### config.mk
export PLATFORM = sky130hd
export DESIGN_NAME = chunked_serial_adder_flat
export DESIGN_NICKNAME = d
export VERILOG_FILES = /design/src/rtl/chunked_serial_adder_if.sv /design/src/rtl/chunked_serial_adder.sv /design/src/flat_wrapper.sv
export SDC_FILE = /design/constraint.sdc
export NUM_CORES = 1
export LEC_CHECK = 0
export CORE_AREA = 4 4 62 64
export CTS_CLUSTER_DIAMETER = 40
export DETAILED_ROUTE_END_ITERATION = 8
export DIE_AREA = 0 0 66 68
export MAX_ROUTING_LAYER = met4
export PLACE_DENSITY = 0.77
export SYNTH_ARGS = -nofsm -noshare
export SYNTH_HDL_FRONTEND = slang
export SYNTH_SLANG_ARGS = --single-unit
### constraint.sdc
create_clock -name clk -period 7.51 [get_ports clk]
set_input_delay 1.1265 -clock clk [delete_from_list [all_inputs] [get_ports clk]]
set_output_delay 1.1265 -clock clk [all_outputs]
set_load 0.05 [all_outputs]
### src/rtl/chunked_serial_adder_if.sv
// Handshake/data bundle for chunked_serial_adder; carries ovf only when
// CHUNKED_ADDER_OVERFLOW_EN is defined.
interface chunked_serial_adder_if #(
   parameter int WIDTH = 8
);
   logic             in_valid;
   logic             in_ready;
   logic [WIDTH-1:0] a;
   logic [WIDTH-1:0] b;
   logic             cin;
   logic             sub;
   logic             out_valid;
   logic             out_ready;
   logic [WIDTH-1:0] sum;
   logic             cout;
   logic             busy;
`ifdef CHUNKED_ADDER_OVERFLOW_EN
   logic             ovf;

   modport master (
      output in_valid, a, b, cin, sub, out_ready,
      input  in_ready, out_valid, sum, cout, busy, ovf
   );
   modport slave (
      input  in_valid, a, b, cin, sub, out_ready,
      output in_ready, out_valid, sum, cout, busy, ovf
   );
`else
   modport master (
      output in_valid, a, b, cin, sub, out_ready,
      input  in_ready, out_valid, sum, cout, busy
   );
   modport slave (
      input  in_valid, a, b, cin, sub, out_ready,
      output in_ready, out_valid, sum, cout, busy
   );
`endif
endinterface

### src/rtl/chunked_serial_adder.sv
// Multi-cycle adder/subtractor reusing one CHUNK-bit ripple slice WIDTH/CHUNK times.
// Optional signed-overflow output enabled by CHUNKED_ADDER_OVERFLOW_EN.
module chunked_serial_adder #(
   parameter int WIDTH = 8,
   parameter int CHUNK = 2
) (
   input  logic                  clk,
   input  logic                  rst_n,
   chunked_serial_adder_if.slave bus
);
   localparam int NCHUNK = WIDTH / CHUNK;
   localparam int CW     = (NCHUNK > 1) ? $clog2(NCHUNK) : 1;

   typedef enum logic [1:0] {IDLE, RUN, DONE} state_t;

   state_t            state, state_nx;
   logic [WIDTH-1:0]  opa, opb, sum_r;
   logic              carry, cout_r, rdy;
   logic [CW-1:0]     cnt;
   logic [CHUNK-1:0]  ca, cb, cs;
   logic              cc, last, accept;

   assign ca     = opa[int'(cnt)*CHUNK +: CHUNK];
   assign cb     = opb[int'(cnt)*CHUNK +: CHUNK];
   assign last   = (cnt == CW'(NCHUNK - 1));
   assign accept = (state == IDLE) && rdy && bus.in_valid;

   always_comb begin
      {cc, cs} = {1'b0, ca} + {1'b0, cb} + {{CHUNK{1'b0}}, carry};
   end

   always_comb begin
      state_nx = state;
      case (state)
         IDLE:    if (accept) state_nx = RUN;
         RUN:     if (last) state_nx = DONE;
         DONE:    if (bus.out_ready) state_nx = IDLE;
         default: state_nx = IDLE;
      endcase
   end

   always_ff @(posedge clk) begin
      if (!rst_n) state <= IDLE;
      else        state <= state_nx;
   end

`ifdef CHUNKED_ADDER_OVERFLOW_EN
   logic ovf_r;
   // carry into the MSB recovered from the slice's top bit: s ^ a ^ b
   always_ff @(posedge clk) begin
      if (!rst_n)
         ovf_r <= 1'b0;
      else if (state == RUN && last)
         ovf_r <= cc ^ (ca[CHUNK-1] ^ cb[CHUNK-1] ^ cs[CHUNK-1]);
   end
   assign bus.ovf = ovf_r;
`endif

   // in_ready is registered so it stays low throughout reset and rises one edge after release
   always_ff @(posedge clk) begin
      if (!rst_n) begin
         rdy    <= 1'b0;
         opa    <= '0;
         opb    <= '0;
         carry  <= 1'b0;
         cnt    <= '0;
         sum_r  <= '0;
         cout_r <= 1'b0;
      end else begin
         rdy <= (state_nx == IDLE);
         if (accept) begin
            opa   <= bus.a;
            opb   <= bus.b ^ {WIDTH{bus.sub}};
            carry <= bus.cin ^ bus.sub;
            cnt   <= '0;
         end else if (state == RUN) begin
            sum_r[int'(cnt)*CHUNK +: CHUNK] <= cs;
            carry <= cc;
            if (last) cout_r <= cc;
            else      cnt    <= cnt + CW'(1);
         end
      end
   end

   assign bus.in_ready  = rdy;
   assign bus.out_valid = (state == DONE);
   assign bus.busy      = (state != IDLE);
   assign bus.sum       = sum_r;
   assign bus.cout      = cout_r;
endmodule

### src/flat_wrapper.sv
// flat-port wrapper written by rule: the top's interface ports become plain ports
module chunked_serial_adder_flat 
#(
   parameter int WIDTH = 8,
   parameter int CHUNK = 2
)
  (clk, rst_n, bus_in_valid, bus_a, bus_b, bus_cin, bus_sub, bus_out_ready, bus_in_ready, bus_out_valid, bus_sum, bus_cout, bus_busy);
  chunked_serial_adder_if #(.WIDTH(WIDTH)) bus_i ();
  input  logic clk;
  input  logic rst_n;
  input wire logic [$bits(bus_i.in_valid)-1:0] bus_in_valid;
  input wire logic [$bits(bus_i.a)-1:0] bus_a;
  input wire logic [$bits(bus_i.b)-1:0] bus_b;
  input wire logic [$bits(bus_i.cin)-1:0] bus_cin;
  input wire logic [$bits(bus_i.sub)-1:0] bus_sub;
  input wire logic [$bits(bus_i.out_ready)-1:0] bus_out_ready;
  output wire logic [$bits(bus_i.in_ready)-1:0] bus_in_ready;
  output wire logic [$bits(bus_i.out_valid)-1:0] bus_out_valid;
  output wire logic [$bits(bus_i.sum)-1:0] bus_sum;
  output wire logic [$bits(bus_i.cout)-1:0] bus_cout;
  output wire logic [$bits(bus_i.busy)-1:0] bus_busy;
  assign bus_i.in_valid = bus_in_valid;
  assign bus_i.a = bus_a;
  assign bus_i.b = bus_b;
  assign bus_i.cin = bus_cin;
  assign bus_i.sub = bus_sub;
  assign bus_i.out_ready = bus_out_ready;
  assign bus_in_ready = bus_i.in_ready;
  assign bus_out_valid = bus_i.out_valid;
  assign bus_sum = bus_i.sum;
  assign bus_cout = bus_i.cout;
  assign bus_busy = bus_i.busy;
  chunked_serial_adder #(.WIDTH(WIDTH), .CHUNK(CHUNK)) u_core (.clk(clk), .rst_n(rst_n), .bus(bus_i));
endmodule
==> summary.txt <==
Floorplan
  – Standard cell core area: 3280 sq um
  – Area of the die: 4490 sq um
  – Die height: 68 um
  – Starting density of the core: 0.491
  – Count of boundary I/O pins: 34
  – Floorplan row count: 21
  – Die boundary width: 66 um

Layout
  – P&R area growth vs syn: 24.1%
  – Final Net Count: 220
  – Number of inserted diodes: 0
  – Fraction of layout instances using a drive strength above 1: 0.0890
  – Post-layout util: 0.609
  – Final Non-Filler Cells: 237

Routing
  – Total via count after detailed routing: around 1200
  – Total DRC errors in the routed layout: 0
  – Wl on met1: 1300 um
  – Detailed-routed wire length on met3: 174 um
  – Detailed-route wire length: 3000 um
  – Wire length per cell: 12.7 um
  – Count of TritonRoute iterations in the first routing pass: 4
  – ANT nets after route: 0
  – Number of DRC markers after the initial detailed-route iteration: 37
  – Met2 WL: 1470 um
  – Top routing layer in use: met4
  – Per-cell via count in the routed design: approximately 5.1

CTS
  – Total clock sinks: 31
  – Inserted Clock Buffers: 5
  – Max Buffers Root-to-Sink: 2
  – CTS Root Buffer Type: sky130_fd_sc_hd__clkbuf_4
  – Clock tree from TritonCTS: done
  – Count of instances resized after the clock tree is built: 0
  – Post-cts hold buffer count: 0
  – Worst-Skew Late Latency: 0.33 ns
  – Clock input transition at the sequential cells of the worst setup and hold paths: 0.10 ns
  – Number of buffers added for setup after CTS: 0
  – Number of levels in the clock H-tree: 2

Synth
  – Primary FF master, synth: sky130_fd_sc_hd__dfxtp_1
  – Synthesized area: 1610 sq um
  – Synth area leader: sky130_fd_sc_hd__dfxtp_1
  – Yosys cell types: 35
  – Top cell type's share of synthesized area: 0.385
  – Most repeated cell in the gate-level netlist after synthesis: sky130_fd_sc_hd__nand2_1
  – Synthesized area divided by synthesized cell count: 9.95 sq um
  – Yosys warnings: 0
  – Proportion of synthesized flip-flops having asynchronous set or reset: 0
  – Area contributors post-synth: sky130_fd_sc_hd__dfxtp_1 39%, sky130_fd_sc_hd__nand2_1 7.9%, sky130_fd_sc_hd__a21boi_0 6.5%
  – Number of standard cells after synthesis: 162
  – Number of synthesized flops with an enable pin: 0
  – Total nets after synthesis: 192
  – Count of state elements after synthesis: 31
  – Cell types with the highest counts after synthesis: 34 x sky130_fd_sc_hd__nand2_1, 31 x sky130_fd_sc_hd__dfxtp_1, 14 x sky130_fd_sc_hd__a21boi_0
  – Register area share after synthesis: 0.385

Setup path
  – Critical Path, Cell by Cell: or2_2, clkdlybuf4s50_1
  – Capturing element type of the critical path: output pin
  – Maximum fanout encountered on the critical timing path: 11
  – Type of the worst setup path: reg2out
  – Largest stage delay on the critical path: approximately 0.79 ns
  – Data arrival time of the worst path: 1.89 ns
  – Data required time at the worst endpoint: 6.38 ns
  – Sort of element at the start of the critical path: flop
  – Slowest library cell on the worst path: sky130_fd_sc_hd__clkdlybuf4s50_1

Place
  – IO Port Bufs: 33
  – Final RePlAce weighted congestion: 0.909
  – Half-perimeter wire length after detailed placement: about 2300 um
  – Placed cells: around 230

Global routing
  – Gr ovfl total: 0
  – Antenna violations before repair: 0
  – Wire length of the first global-routing pass: 4890 um
  – Largest net degree at the start of global routing: 30
  – Number of global-route vias before repair: 1175
  – Overall Global Routing Usage: 0.150

Flow run
  – Maximum capacitance violations: 0

Run status
  – Result of the run: completed

Timing
  – Highest achievable clock rate: 0.331 GHz
  – Final setup fails: 0
  – Setup Skew: about 0.008 ns
  – Transition time at the pin with the least slew margin: 0.824 ns
  – Min Tclk post-route: 3.02 ns
  – Sum of negative setup slack: 0 ns
  – Hold violation total from the final report: 0
  – Worst slack on hold paths: ~0.46 ns
  – RSZ-0062 raised after global routing: false
  – Headroom to the max-slew limit: 0.449
  – Final-report max-slew violation count: 0
  – Period Utilization, post-route: 0.402

Worst hold path
  – Worst Hold Class: reg2reg

Power
  – Pwr dens: 177 nW/um^2
  – Worst voltage drop across the vdd grid: 0.000105 V
  – Leakage power total: 0.817 nW
==> worst max-delay path: cells and delay by family, from the launching register on <==
kind          cells  cell delay (ns)
buf+inv           1             0.79
flops             1             0.60
simple gates      1             0.19
==> cell type report <==
cell class | instances | area (sq um)
tap | 46 | 57.6
multi-input combinational | 116 | 908
fill | 291 | 1280
clock inverter | 1 | 7.51
timing repair buffer | 33 | 330
inverter | 3 | 11.3
sequential | 31 | 621
clock buffer | 7 | 65.1
==> routing by layer <==
layer  vias to the layer above  GRT usage
li1                        610          -
met1                       563      0.147
met2                        32      0.255
met3                         9     0.0591
met4                         0     0.0812
met5                         -          -
==> per-stage QoR <==
stage,cell area [sq um],setup slack [ns],power (mW)
after floorplan,1610,4.90,0.227
after global placement,1930,4.67,0.244
after detailed placement,1930,4.57,0.246
after CTS,2000,4.47,0.357
after global routing,2000,4.34,0.372
final,2000,4.49,0.354
==> where the power goes <==
part           total [mW]  switching [mW]  internal, mW
Combinational      0.0616          0.0288        0.0328
Sequential          0.180         0.00797         0.172
Clock               0.112          0.0570        0.0547
Total               0.354          0.0938         0.260
==> path summary, 6_finish.rpt <==
path | from | to | slack, ns | depth (start not counted)
max | u_core.state[0]$_SDFF_PN0_ | bus_busy | 4.49 | 2
min | u_core.bus.sum[7]$_SDFFE_PN0P_ | u_core.bus.sum[7]$_SDFFE_PN0P_ | 0.46 | 2
max reg2reg | u_core.cnt[0]$_SDFFE_PP0P_ | u_core.bus.sum[1]$_SDFFE_PN0P_ | 4.58 | 6
min reg2reg | u_core.bus.sum[7]$_SDFFE_PN0P_ | u_core.bus.sum[7]$_SDFFE_PN0P_ | 0.46 | 2
==> flip-flops by register name, summed over array words and instances (netlist names) <==
signal and cells:
u_core.cnt 2, u_core.opb 8, u_core.bus.cout 1, u_core.state 2
u_core.bus.in_ready 1, u_core.bus.sum 8, u_core.carry 1, u_core.opa 8
==> layout by cell type (no fill, tap or decap), drive strengths merged <==
cell           netlist  layout
or4                  3       3
nor2b                2       2
nor2                 2       2
a21oi                1       1
clkdlybuf4s50        0      33
fa                   2       2
dfxtp               31      31
nand3                2       2
xor2                 1       1
mux4                 4       4
or2                  1       1
nand4                4       4
clkbuf               4       7
xnor2                9       9
and4bb               1       1
and3b                1       1
o211a                8       8
nand2               34      34
nor4bb               1       1
nand2b               3       3
clkinvlp             0       1
o21ai                1       1
inv                  3       3
ha                   6       6
o21a                 1       1
mux2i                2       2
a21boi              18      18
nor3b                3       3
nand3b               5       5
nand4bb              1       1
==> cells by family after synthesis <==
kind of cell | share of synthesized area
multiplexers | 0.0683
flip-flops | 0.385
AO/OA/AOI/OAI | 0.144
buffers and inverters | 0.0512
adder cells (fa/ha/maj) | 0.0714
XOR/XNOR | 0.0544
AND/OR/NAND/NOR | 0.225
No activity file was read; power rests on OpenSTA's default activity.
